$ cat src/rtl/seq_detector_pkg.sv
// Shared constants and types for the parametrised serial pattern detector.
package seq_detector_pkg;

  // One-hot encoding, so the two unused codes exist and are steered back to SEARCH.
  typedef enum logic [1:0] {
    ST_SEARCH = 2'b01,
    ST_LOCKED = 2'b10
  } state_t;

  localparam logic MODE_LATCH = 1'b0;
  localparam logic MODE_PULSE = 1'b1;

  localparam logic [4:0] DEFAULT_PATTERN = 5'b10100;

endpackage

$ cat src/rtl/seq_detector_param_sat_counter.sv
// Saturating up-counter with synchronous active-low reset and a clear that beats increment.
module sat_counter #(
  parameter int W = 8
) (
  input  logic         clock,
  input  logic         reset,
  input  logic         inc,
  input  logic         clr,
  output logic [W-1:0] q
);

  localparam logic [W-1:0] MAX = '1;

  always_ff @(posedge clock) begin
    if (!reset) begin
      q <= '0;
    end else if (clr) begin
      q <= '0;
    end else if (inc && (q != MAX)) begin
      q <= q + W'(1);
    end
  end

endmodule

$ cat src/rtl/seq_detector_param.sv
// Serial pattern detector with a runtime-loadable pattern, latch/pulse modes and a match counter.
module seq_detector_param
  import seq_detector_pkg::*;
#(
  parameter int               PAT_W     = 5,
  parameter logic [PAT_W-1:0] PATTERN   = PAT_W'(DEFAULT_PATTERN),
  parameter int               REL_ZEROS = 5,
  parameter int               CNT_W     = 8
) (
  input  logic             clock,
  input  logic             reset,
  input  logic             s_in,
  input  logic             s_valid,
  input  logic             mode,
  input  logic             pattern_ld,
  input  logic [PAT_W-1:0] pattern_in,
  input  logic             count_clr,
  output logic             valid,
  output logic             match_pulse,
  output logic [CNT_W-1:0] match_count
);

  localparam int FW = $clog2(PAT_W);
  localparam int ZW = $clog2(REL_ZEROS + 1);
  localparam logic [FW-1:0] FILL_MAX = FW'(PAT_W - 1);
  localparam logic [ZW-1:0] ZCNT_LAST = ZW'(REL_ZEROS - 1);

  state_t           state;
  logic [PAT_W-1:0] pat_reg;
  logic [PAT_W-2:0] hist;
  logic [FW-1:0]    fill;
  logic [ZW-1:0]    zcnt;
  logic [PAT_W-1:0] window;
  logic             match_now;

  // The window is the history plus the bit arriving this cycle; its low bits are also the next history.
  assign window    = {hist, s_in};
  assign match_now = s_valid && (state == ST_SEARCH) && (fill == FILL_MAX) && (window == pat_reg);

  always_ff @(posedge clock) begin
    if (!reset) begin
      state       <= ST_SEARCH;
      pat_reg     <= PATTERN;
      hist        <= '0;
      fill        <= '0;
      zcnt        <= '0;
      valid       <= 1'b0;
      match_pulse <= 1'b0;
    end else if (pattern_ld) begin
      pat_reg     <= pattern_in;
      hist        <= '0;
      fill        <= '0;
      zcnt        <= '0;
      state       <= ST_SEARCH;
      valid       <= 1'b0;
      match_pulse <= 1'b0;
    end else begin
      match_pulse <= 1'b0;
      case (state)
        ST_SEARCH: begin
          if (s_valid) begin
            hist <= window[PAT_W-2:0];
            if (fill != FILL_MAX) begin
              fill <= fill + FW'(1);
            end
            if (match_now) begin
              match_pulse <= 1'b1;
              if (mode == MODE_LATCH) begin
                state <= ST_LOCKED;
                valid <= 1'b1;
                zcnt  <= '0;
              end
            end
          end
        end
        ST_LOCKED: begin
          // Pulse mode has no notion of a lock, so a mode change abandons it immediately.
          if (mode == MODE_PULSE) begin
            state <= ST_SEARCH;
            valid <= 1'b0;
            hist  <= '0;
            fill  <= '0;
            zcnt  <= '0;
          end else if (s_valid) begin
            if (s_in) begin
              zcnt <= '0;
            end else if (zcnt == ZCNT_LAST) begin
              state <= ST_SEARCH;
              valid <= 1'b0;
              hist  <= '0;
              fill  <= '0;
              zcnt  <= '0;
            end else begin
              zcnt <= zcnt + ZW'(1);
            end
          end
        end
        default: begin
          state <= ST_SEARCH;
          valid <= 1'b0;
          hist  <= '0;
          fill  <= '0;
          zcnt  <= '0;
        end
      endcase
    end
  end

  // A load in the same cycle discards the sample, so it must not count either.
  sat_counter #(
    .W(CNT_W)
  ) u_count (
    .clock (clock),
    .reset (reset),
    .inc   (match_now && !pattern_ld),
    .clr   (count_clr),
    .q     (match_count)
  );

endmodule

$ cat config.mk
export PLATFORM = sky130hd
export DESIGN_NAME = seq_detector_param
export DESIGN_NICKNAME = d
export VERILOG_FILES = /design/src/rtl/seq_detector_pkg.sv /design/src/rtl/seq_detector_param_sat_counter.sv /design/src/rtl/seq_detector_param.sv
export SDC_FILE = /design/constraint.sdc
export NUM_CORES = 1
export LEC_CHECK = 0
export CORE_MARGIN = 2
export CORE_UTILIZATION = 47
export CTS_CLUSTER_DIAMETER = 60
export DETAILED_ROUTE_END_ITERATION = 10
export PLACE_DENSITY = 0.74
export SLEW_MARGIN = 10
export SYNTH_ARGS = -nofsm -noshare
export SYNTH_HDL_FRONTEND = slang
export SYNTH_SLANG_ARGS = --single-unit
$ cat constraint.sdc
create_clock -name clock -period 1.7 [get_ports clock]
set_input_delay 0.34 -clock clock [delete_from_list [all_inputs] [get_ports clock]]
set_output_delay 0.34 -clock clock [all_outputs]
set_load 0.005 [all_outputs]
After elaboration in Yosys (flattened, before gate mapping)
Cells that the tools add are included.
{"block": "op_classes", "mux": 38, "n_reduce_logical": 13, "n_eq_ne": 14, "bitwise": 3, "addsub": 3}
{"op": "3-bit two-way mux", "count": 13}
{"op": "4-bit two-way mux", "count": 5}
{"op": "2-bit two-way mux", "count": 7}
{"op": "3-bit != test (second input constant)", "count": 4}
{"op": "3-bit case mux with 2 select lines", "count": 2}
{"op": "8-bit by 1-bit adder with 8-bit output (second input constant)", "count": 1}
{"op": "1-bit two-way mux", "count": 8}
{"op": "8-bit != test (second input constant)", "count": 1}
{"op": "4-bit case mux with 2 select lines", "count": 1}
{"op": "4-bit AND reduction", "count": 2}
{"op": "3-bit by 1-bit adder with 3-bit output (second input constant)", "count": 2}
{"op": "3-bit == test (second input constant)", "count": 2}
{"op": "2-bit != test (second input constant)", "count": 3}
{"op": "6-bit AND reduction", "count": 1}
{"op": "5-bit == test", "count": 1}
{"op": "1-bit logical AND", "count": 5}
{"op": "5-bit AND reduction", "count": 1}
{"op": "2-bit case mux with 2 select lines", "count": 1}
{"op": "2-bit OR reduction", "count": 2}
{"op": "4-bit OR reduction", "count": 1}
{"op": "1-bit inverter", "count": 3}
{"op": "2-bit by 1-bit == test with 1-bit output (second input constant)", "count": 1}
{"op": "2-bit == test (second input constant)", "count": 1}
{"op": "2-bit by 1-bit != test with 1-bit output (second input constant)", "count": 1}
{"op": "2 further kinds", "count": 2}
{"block": "totals", "reg_bits": 27, "output_inout_bits": 10, "word_cells": 79, "input_bits": 12}

Depth between registers and ports, before layout
Gate-level depths: netlist (run 1).
{"block": "logic_depth", "depth_word": 7, "mapped_depth": 7, "mapped_depth_nobuf": 6}

Cells and area by module
From an unflattened synthesis (run 1), not the netlist that was laid out.
{"block": "hier_totals", "cells_unflattened": 147, "hier_area_um2": 1335.0}
{"module": "seq_detector_param", "seq_area_each_um2": 360.3, "cells_each": 101, "area_each_um2": 913.4, "instances": 1}
{"module": "sat_counter", "seq_area_each_um2": 160.2, "cells_each": 46, "area_each_um2": 421.7, "instances": 1}

Least setup slack after synthesis (run 1)
Ideal clock, no wire load.
{"block": "synth_path", "path_kind": "reg-to-reg", "start": "register fill[0]", "end": "register u_count.q[5]", "period_less_slack_ns": 1.785, "path_buffers": 0, "path_stages_with_launch": 7, "setup_time_ns": 0.118, "path_slack_ns": -0.085, "arrival_ns": 1.667, "required_time_ns": 1.582, "cell_sequence": "dfxtp_1 > inv_1 > ha_1 > nand2_1 > or4_4 > or4_1 > mux2i_1"}
{"block": "synth_between", "elab_chain_len": 5}
{"element": "start: declaration", "line": "seq_detector_param.sv:31", "source": "logic [FW-1:0] fill;"}
{"element": "start signal: assignment", "line": "seq_detector_param.sv:64", "source": "fill <= fill + FW'(1);"}
{"element": "3-bit == test", "line": "seq_detector_param.sv:38", "source": "assign match_now = s_valid && (state == ST_SEARCH) && (fill == FILL_MAX) && (window == pat_reg);"}
{"element": "1-bit logical AND (2 in a row)", "line": "seq_detector_param.sv:38"}
{"element": "1-bit logical AND", "line": "seq_detector_param.sv:115", "source": ".inc (match_now && !pattern_ld),"}
{"element": "1-bit logical AND", "line": "seq_detector_param_sat_counter.sv:19", "source": "end else if (inc && (q != MAX)) begin"}
{"element": "end signal: assignment", "line": "seq_detector_param_sat_counter.sv:20", "source": "q <= q + W'(1);"}
{"element": "end: declaration", "line": "seq_detector_param_sat_counter.sv:9", "source": "output logic [W-1:0] q"}
Every way passes these cells.
A chain may end at the register's enable or synchronous reset.

Worst setup path in the final report (run 1)
{"block": "layout_path", "start": "input port s_in", "end": "register u_count.q[0]"}
{"block": "layout_between", "elab_chain_len": 4}
{"element": "start: declaration", "line": "seq_detector_param.sv:12", "source": "input logic s_in,"}
{"element": "5-bit == test", "line": "seq_detector_param.sv:38"}
{"element": "1-bit logical AND", "line": "seq_detector_param.sv:38"}
{"element": "1-bit logical AND", "line": "seq_detector_param.sv:115"}
{"element": "1-bit logical AND", "line": "seq_detector_param_sat_counter.sv:19"}
Every way passes these cells.

==> reports/results.tsv, run 1 <==
metric	value	unit
outcome	finished with violations	
violations	negative setup slack	
rows	19	
routedWlPerCell	14.26	um
synthFlopType	dfxtp_1	
drt_wl_total	3379	um
drt-initial-drc-count	90	
rsz0062_at_grt	yes	
grtUsageTotal	22.90	%
worst-setup-path-type	input port to register	
place_ws	-0.4204	ns
core_area	2758	um^2
ctsHoldBuffers	0	
clk_latency	0.32	ns
synth_top_area_share	38.03	%
drc	0	
period_minus_slack	1.821	ns
path_max_fanout	4	
grt_pass1_wl	6072	um
final_antenna_net_count	0	
largest_register_ffs	8	
yosys.area.top_type	dfxtp_1	
cp.arrival	2.08	ns
tightestPinTransition	0.3227	ns
async_flop_share	0	%
max_freq	0.5491	GHz
gr-usage-met3	3.795	%
viasPerCell	5.578	
use_met2	39.29	%
synth_cell_types	40	
min_period_over_period	107.1	%
io_buffers	21	
grt_max_degree	16	
grt.met1_usage	28.91	%
leakagePower	0.8301	nW
yosys_register_bits	26	
maxCapViolations	0	
drive_above_1_share	30.58	%
startpoint_type	input port	
cts_max_path_buffers	2	
firstDrtPassIters	4	
postLayoutCoreUtil	73.68	%
start_util	49.64	%
num_vias	1322	
final_common_cell	buf_4	
dp_hpwl	2479	um
startpoint	s_in	
grt-ovfl-total	0	
layout_setup_ws	-0.1213	ns
synth_nets	168	
n_fill_cell	205	
r2r-start	hist[3]	
required	1.96	ns
die_h	57.97	um
final_cell_mix	buf_4, dfxtp_1, clkdlybuf4s50_1	
fp.dieW	57.97	um
power-per-cell-area	547.1	nW/um^2
top_usage_layer	met2	
gp_congestion	0.8733	
antenna_found_initial	0	
hold_class	register to register	
num_io_pins	22	
slew_headroom	78.21	%
avgSynthCellArea	9.065	um^2
layoutNonFillerInstCount	237	
clock_sinks	26	
cts_tree	done	
min-delay-start	u_count.q[1]	
design.die.area	3360	um^2
ys_warn_count	0	
final_max_slew_viol_count	0	
place_inst	228	
setup_tns	-0.4608	ns
cts.reportedPaths.clkPinSlew	0.14	ns
ir_drop	0.0004726	V
setup_violations	8	
synth_area_leaders	dfxtp_1, mux2i_1, ha_1, nand2_1, nand2b_1	
placed_area	1843	um^2
h-tree-depth	1	
end_kind	register	
grt_pass1_vias	1366	
finalHoldViolations	0	
synth_cells	151	
yosysSeqAreaShare	38.03	%
final_design_area_no_fill	2032	um^2
root_buffer	clkbuf_4	
netlist_area	1369	um^2
antenna_cells	0	
numCtsBuffers	3	
finalClockSkew	0.006940	ns
area.growth.synth_to_final	48.45	%
final_nets	224	
synth_edf_count	0	
## cell type report
type	instances	area, um^2	area share (%)
inverter	6	22.52	1.108
clock buffer	4	36.28	1.786
tap	31	38.79	1.909
multi-input combinational	113	919.6	45.26
timing repair buffer	57	488.0	24.01
sequential	26	526.8	25.92
## report_power, final
part | total, mW | internal (mW) | switching, mW
sequential | 0.627 | 0.619 | 0.00760
combinational | 0.175 | 0.0969 | 0.0784
clock | 0.309 | 0.131 | 0.179
## per-layer routing
metal  up-vias  share of wire [%]
met5         -                  0
met4         0                1.7
met3         8                3.9
met2        33                 51
met1       618                 43
li1        663                  -
## cells by family (layout without fill, tap and decap cells)
family | after synthesis | after routing | synth area share (%)
compound gates | 23 | 23 | 12.61
xor+xnor | 5 | 5 | 3.200
flops | 26 | 26 | 38.03
simple gates | 64 | 64 | 26.42
fa+ha+maj | 5 | 5 | 4.570
mux | 16 | 16 | 11.79
buf+inv | 12 | 67 | 3.382
## critical path, cell delays in order
cell and delay (ns):
clkdlybuf4s50_1 0.54, xnor2_2 0.14, nand4_1 0.20, buf_4 0.20, or4_4 0.53, a21boi_1 0.14
## repair_timing
| item | CTS | global route |
|---|---|---|
| pin swaps | 9 | 4 |
| resized for setup | 19 | 8 |
| endpoints found under the setup margin | 13 | 16 |
| setup buffers | 4 | 1 |
## cell usage after synthesis, types with 3 or more instances
library cell and number:
ha_1 5, clkbuf_1 5, nand3_1 4, nor3_1 5, xor2_1 3, inv_1 6, and3_1 3, o31ai_1 3
nor2b_1 7, nand2_1 14, nand2b_1 7, dfxtp_1 26, nor2_1 5, a21oi_1 3, mux2i_1 15, and2_1 5
nand4_1 3
## per-stage QoR
stage               hold slack [ns]  total power [mW]
global route                 0.5244             1.169
finish                       0.5013             1.112
global placement             0.4705            0.7829
floorplan                    0.4019            0.7038
CTS                          0.5037             1.121
detailed placement           0.4843            0.7867
## worst paths after layout
kind | cells past startpoint | to | slack (ns)
worst min-delay path | 2 | u_count.q[1] | 0.50
worst max register to register | 4 | u_count.q[0] | -0.11
worst min register to register | 2 | u_count.q[1] | 0.50
worst max-delay path | 6 | u_count.q[0] | -0.12
No activity file was read; power rests on OpenSTA's default activity.
==> inputs of run 2 (changes only) <==
Settings changed: SKIP_CTS_REPAIR_TIMING set to 1, SKIP_LAST_GASP set to 1.
==> run 2 against run 1 <==
  * The run still ends with negative setup slack left
  * Register-to-register slack worse by 0.09 ns
  * Power down 0.61%
  * Sequential power about the same
  * Core utilization down 1.6 points
  * Combinational power down 5%
  * Clock skew up 0.00080 ns
  * Highest routed layer unchanged
  * Non-clock buffer count down 3
  * Critical path type is now register to register
  * Worst setup slack worse by 0.074 ns
  * Largest power group unchanged
==> reports/results.tsv, run 2 (synthesis results as in run 1) <==
metric	value	unit	change
pwr-share-comb	15.1	%	-0.7 points
final_max_slew_viol_count	0		unchanged
max_stage_delay	0.56	ns	+0.02 ns
tightestPinTransition	0.4340	ns	+0.1113 ns
viasPerCell	5.530		-0.86%
placed_area	1843	um^2	unchanged
numCtsBuffers	3		unchanged
setup_tns	-1.409	ns	-0.9478 ns
core_area	2758	um^2	unchanged
ir_drop	0.0004723	V	about the same
area.growth.synth_to_final	45.16	%	
place_inst	228		unchanged
routedWlPerCell	14.30	um	+0.32%
finalClockSkew	0.007737	ns	+0.0007973 ns
place_ws	-0.4204	ns	unchanged
gp_congestion	0.8733		unchanged
internal_power	842.0	uW	-0.61%
layout_setup_ws	-0.1950	ns	-0.07371 ns
postLayoutCoreUtil	72.05	%	-1.6 points
drt-initial-drc-count	57		-37%
clk_latency	0.32	ns	about the same
r2r-start	fill[0]		
largest_register_ffs	8		unchanged
startpoint	fill[0]		
cp.arrival	2.16	ns	+0.08 ns
fin_hold_ws	0.5050	ns	+0.003734 ns
drt_wl_total	3347	um	-0.95%
grt_pass1_wl	5747	um	-5.4%
path_cells	inv_2 > ha_4 > nand2_4 > or4_4 > or4_4 > a21boi_1		
drive_above_1_share	28.08	%	-2.5 points
clock_sinks	26		unchanged
max_freq	0.5277	GHz	-3.9%
period_minus_slack	1.895	ns	+0.07371 ns
setup_violations	13		+5
grtUsageTotal	21.58	%	-1.3 points
grt-ovfl-total	0		unchanged
gr-usage-met3	3.795	%	unchanged
antenna_cells	0		unchanged
min_period_over_period	111.5	%	+4.3 points
start_util	49.64	%	unchanged
path_max_fanout	7		+3
final_design_area_no_fill	1987	um^2	-2.2%
h-tree-depth	1		unchanged
cts_max_path_buffers	2		unchanged
final_nets	221		-1.3%
drc	0		unchanged
end_kind	register		
crit_top_cell	or4_4		
power-per-cell-area	556.1	nW/um^2	+1.6%
grt.met1_usage	28.13	%	-0.78 points
leakagePower	0.7991	nW	-3.7%
die_h	57.97	um	unchanged
power	1.105	mW	-0.61%
switchingPower	263.0	uW	-0.59%
layoutNonFillerInstCount	234		-1.3%
io_buffers	21		unchanged
use_met2	35.71	%	-3.6 points
slowest_stage	or4_4		
worst-setup-path-type	register to register		
rsz0062_at_grt	yes		
fp.dieW	57.97	um	unchanged
firstDrtPassIters	4		unchanged
rows	19		unchanged
hold_class	register to register		
design.die.area	3360	um^2	unchanged
outcome	finished with violations		
final_antenna_net_count	0		unchanged
cts_tree	done		
grt_max_degree	16		unchanged
num_vias	1294		-2.1%
final_common_cell	buf_4		
p_seq_share	56.7	%	+0.3 points
top_usage_layer	met2		
cts.reportedPaths.clkPinSlew	0.14	ns	about the same
startpoint_type	register		
min-delay-start	u_count.q[6]		
switching_share	23.80	%	about the same
slew_headroom	70.87	%	-7.3 points
clockPowerShare	28.2	%	+0.4 points
num_io_pins	22		unchanged
grt_pass1_vias	1312		-4.0%
maxCapViolations	0		unchanged
required	1.96	ns	about the same
root_buffer	clkbuf_4		
finalHoldViolations	0		unchanged
antenna_found_initial	0		unchanged
dp_hpwl	2479	um	unchanged
violations	negative setup slack		
final_cell_mix	buf_4, dfxtp_1, clkdlybuf4s50_1		
## run 2: power groups by stage
stage                     sequential [mW]  clock, mW  combinational [mW]
after CTS                           0.626      0.327               0.148
after global routing                0.628      0.345               0.183
after global placement              0.639          0               0.144
final                               0.627      0.312               0.167
after detailed placement            0.639          0               0.147
after floorplan                     0.638          0              0.0660
## run 2: per-layer routing
metal  up-vias  routed length (um)
li1        653                   -
met1       610                1511
met2        27                1715
met3         4                  96
met4         0                  23
met5         -                   0
## run 2: area by class of cell
cell class / instances / area [um^2]
Fill cell: 214 / 770.7
Clock buffer: 4 / 36.28
Sequential cell: 26 / 525.5
Tap cell: 31 / 38.79
Timing Repair Buffer: 54 / 465.4
Inverter: 6 / 22.52
Multi-Input combinational cell: 113 / 898.4
## run 2: critical path, delay by kind of cell, from the launching register on
family / cells / cell delay, ns
buffers and inverters: 1 / 0.07
AOI/OAI and AO/OA: 1 / 0.14
and+or+nand+nor: 3 / 1.14
DFF: 1 / 0.35
adders and majority gates: 1 / 0.15
## run 2: worst paths after layout
| kind | cells past startpoint | slack [ns] | end |
|---|---|---|---|
| setup reg to reg | 6 | -0.20 | u_count.q[0] |
| setup / recovery | 6 | -0.20 | u_count.q[0] |
| hold reg to reg | 2 | 0.50 | u_count.q[6] |
| hold / removal | 2 | 0.50 | u_count.q[6] |
==> inputs of run 3 (changes only) <==
Clock period 1.7 ns to 1.5 ns, I/O delays scaled along.
==> run 3 against run 2 <==
  * The run still ends with negative setup slack left
  * Core utilization rose by 6.0 points
  * Clock-buffer cell count fell by 1
  * Sequential power is 13% higher
  * Hold slack worse by 0.017 ns
  * Wire length up 13%
  * Register-to-register slack got worse by 0.14 ns
  * Worst setup slack got worse by 0.14 ns
  * Sequential cell count is the same
  * Clock skew rose by 0.0024 ns
  * Critical path depth shrank 2
  * Power rose by 10%
  * Clock power is 5% lower
  * Largest cell class unchanged
  * Highest routed layer unchanged
==> reports/results.tsv, run 3 (synthesis results as in run 1) <==
metric	value	unit	change
outcome	finished with violations		
violations	negative setup slack		
design.die.area	3360	um^2	unchanged
io_buffers	21		unchanged
start_util	49.64	%	unchanged
antenna_found_initial	0		unchanged
grt-ovfl-total	0		unchanged
power	1.216	mW	+10%
slowest_stage	or4_4		
setup_tns	-3.333	ns	-1.924 ns
final_common_cell	buf_4		
root_buffer	clkbuf_4		
cts_max_path_buffers	2		unchanged
leakagePower	0.9689	nW	+21%
antenna_cells	0		unchanged
slew_headroom	77.74	%	+6.9 points
worst-setup-path-type	register to register		
p_seq_share	58.4	%	+1.7 points
path_max_fanout	7		unchanged
firstDrtPassIters	5		+1
final_antenna_net_count	0		unchanged
n_fill_cell	195		-8.9%
regArea	535.5	um^2	+1.9%
numCtsBuffers	3		unchanged
cts_tree	done		
gp_congestion	0.8998		+3.0%
rsz0062_at_grt	yes		
end_kind	register		
period_minus_slack	1.832	ns	-0.06290 ns
min_period_over_period	122.1	%	+11 points
min-delay-start	s_valid		
drive_above_1_share	37.38	%	+9.3 points
fp.dieW	57.97	um	unchanged
clockPowerShare	24.3	%	-3.9 points
grt_pass1_vias	1351		+3.0%
ir_drop	0.0004645	V	-1.7%
routedWlPerCell	15.38	um	+7.5%
finalClockSkew	0.01015	ns	+0.002409 ns
drt_wl_total	3768	um	+13%
core_area	2758	um^2	unchanged
path_cells	xor2_1 > or4_4 > or4_1 > a21boi_1		
final_design_area_no_fill	2153	um^2	+8.4%
required	1.76	ns	-0.20 ns
num_vias	1417		+9.5%
drc	0		unchanged
setup_violations	18		+5
layoutNonFillerInstCount	245		+4.7%
die_h	57.97	um	unchanged
layout_setup_ws	-0.3321	ns	-0.1371 ns
switchingPower	307.8	uW	+17%
power-per-cell-area	564.5	nW/um^2	+1.5%
dp_hpwl	2648	um	+6.8%
min_delay_worst_endpoint	zcnt[1]		
r2r.worst_path.cells	4		-2
final_cell_mix	buf_4, mux2i_1, clkdlybuf4s50_1		
clock_sinks	26		unchanged
area.growth.synth_to_final	57.31	%	
final_max_slew_viol_count	0		unchanged
drt-initial-drc-count	55		-3.5%
cp.arrival	2.09	ns	-0.07 ns
hold_class	input port to register		
largest_register_ffs	8		unchanged
grt_pass1_wl	5685	um	-1.1%
place_ws	-0.5033	ns	-0.08290 ns
tightestPinTransition	0.3292	ns	-0.1048 ns
pwr-share-comb	17.3	%	+2.2 points
final_nets	233		+5.4%
grt_max_degree	14		-2
num_io_pins	22		unchanged
multi_input_area	955.9	um^2	+6.4%
h-tree-depth	1		unchanged
postLayoutCoreUtil	78.09	%	+6.0 points
fin_hold_ws	0.4881	ns	-0.01690 ns
switching_share	25.32	%	+1.5 points
max_stage_delay	0.61	ns	+0.05 ns
min_path_cells	3		+1
viasPerCell	5.784		+4.6%
grtUsageTotal	21.30	%	-0.28 points
place_inst	238		+4.4%
max_freq	0.5458	GHz	+3.4%
startpoint_type	register		
maxCapViolations	0		unchanged
r2r_slack	-0.33	ns	-0.14 ns
finalHoldViolations	0		unchanged
placed_area	1988	um^2	+7.9%
rows	19		unchanged
r2r-end	u_count.q[0]		
clk_latency	0.31	ns	about the same
r2r-start	pat_reg[4]		
internal_power	907.7	uW	+7.8%
cts.reportedPaths.clkPinSlew	0.14	ns	about the same
[run 3: worst max-delay path by stage]
stage	cells after the start	to	slack, ns	startpoint
finish	4	u_count.q[0]	-0.33	pat_reg[4]
global placement	6	u_count.q[3]	-0.48	s_in
floorplan	4	u_count.q[0]	-0.20	pat_reg[4]
CTS	5	u_count.q[4]	-0.34	pat_reg[4]
global route	6	u_count.q[0]	-0.38	fill[0]
detailed placement	6	u_count.q[3]	-0.50	s_in
[run 3: cell type report]
type / count / area share, %
Timing Repair Buffer: 66 / 26.84
Sequential cell: 26 / 24.87
Tap cell: 31 / 1.801
Clock buffer: 3 / 1.046
Inverter: 6 / 1.046
Multi-Input combinational cell: 113 / 44.39
[run 3: power by group through the flow]
stage | clock network [mW] | registers, mW | logic [mW]
after floorplan | 0 | 0.723 | 0.0870
after global placement | 0 | 0.725 | 0.184
after detailed placement | 0 | 0.725 | 0.191
after CTS | 0.298 | 0.710 | 0.193
after global routing | 0.322 | 0.711 | 0.226
final | 0.296 | 0.710 | 0.210
[run 3: layer usage]
metal	vias up	global-route usage, %	share of wire, %
met5	-	0	0
met4	0	7.309	1.4
met3	9	2.679	3.5
met2	37	37.82	52
met1	697	26.51	43
li1	674	-	-
[run 3: critical path: cells and delay by family (launching register included)]
kind | cells | cell delay (ns)
AO/OA/AOI/OAI | 1 | 0.15
AND/OR/NAND/NOR | 2 | 1.13
XOR/XNOR | 1 | 0.16
flip-flops | 1 | 0.35
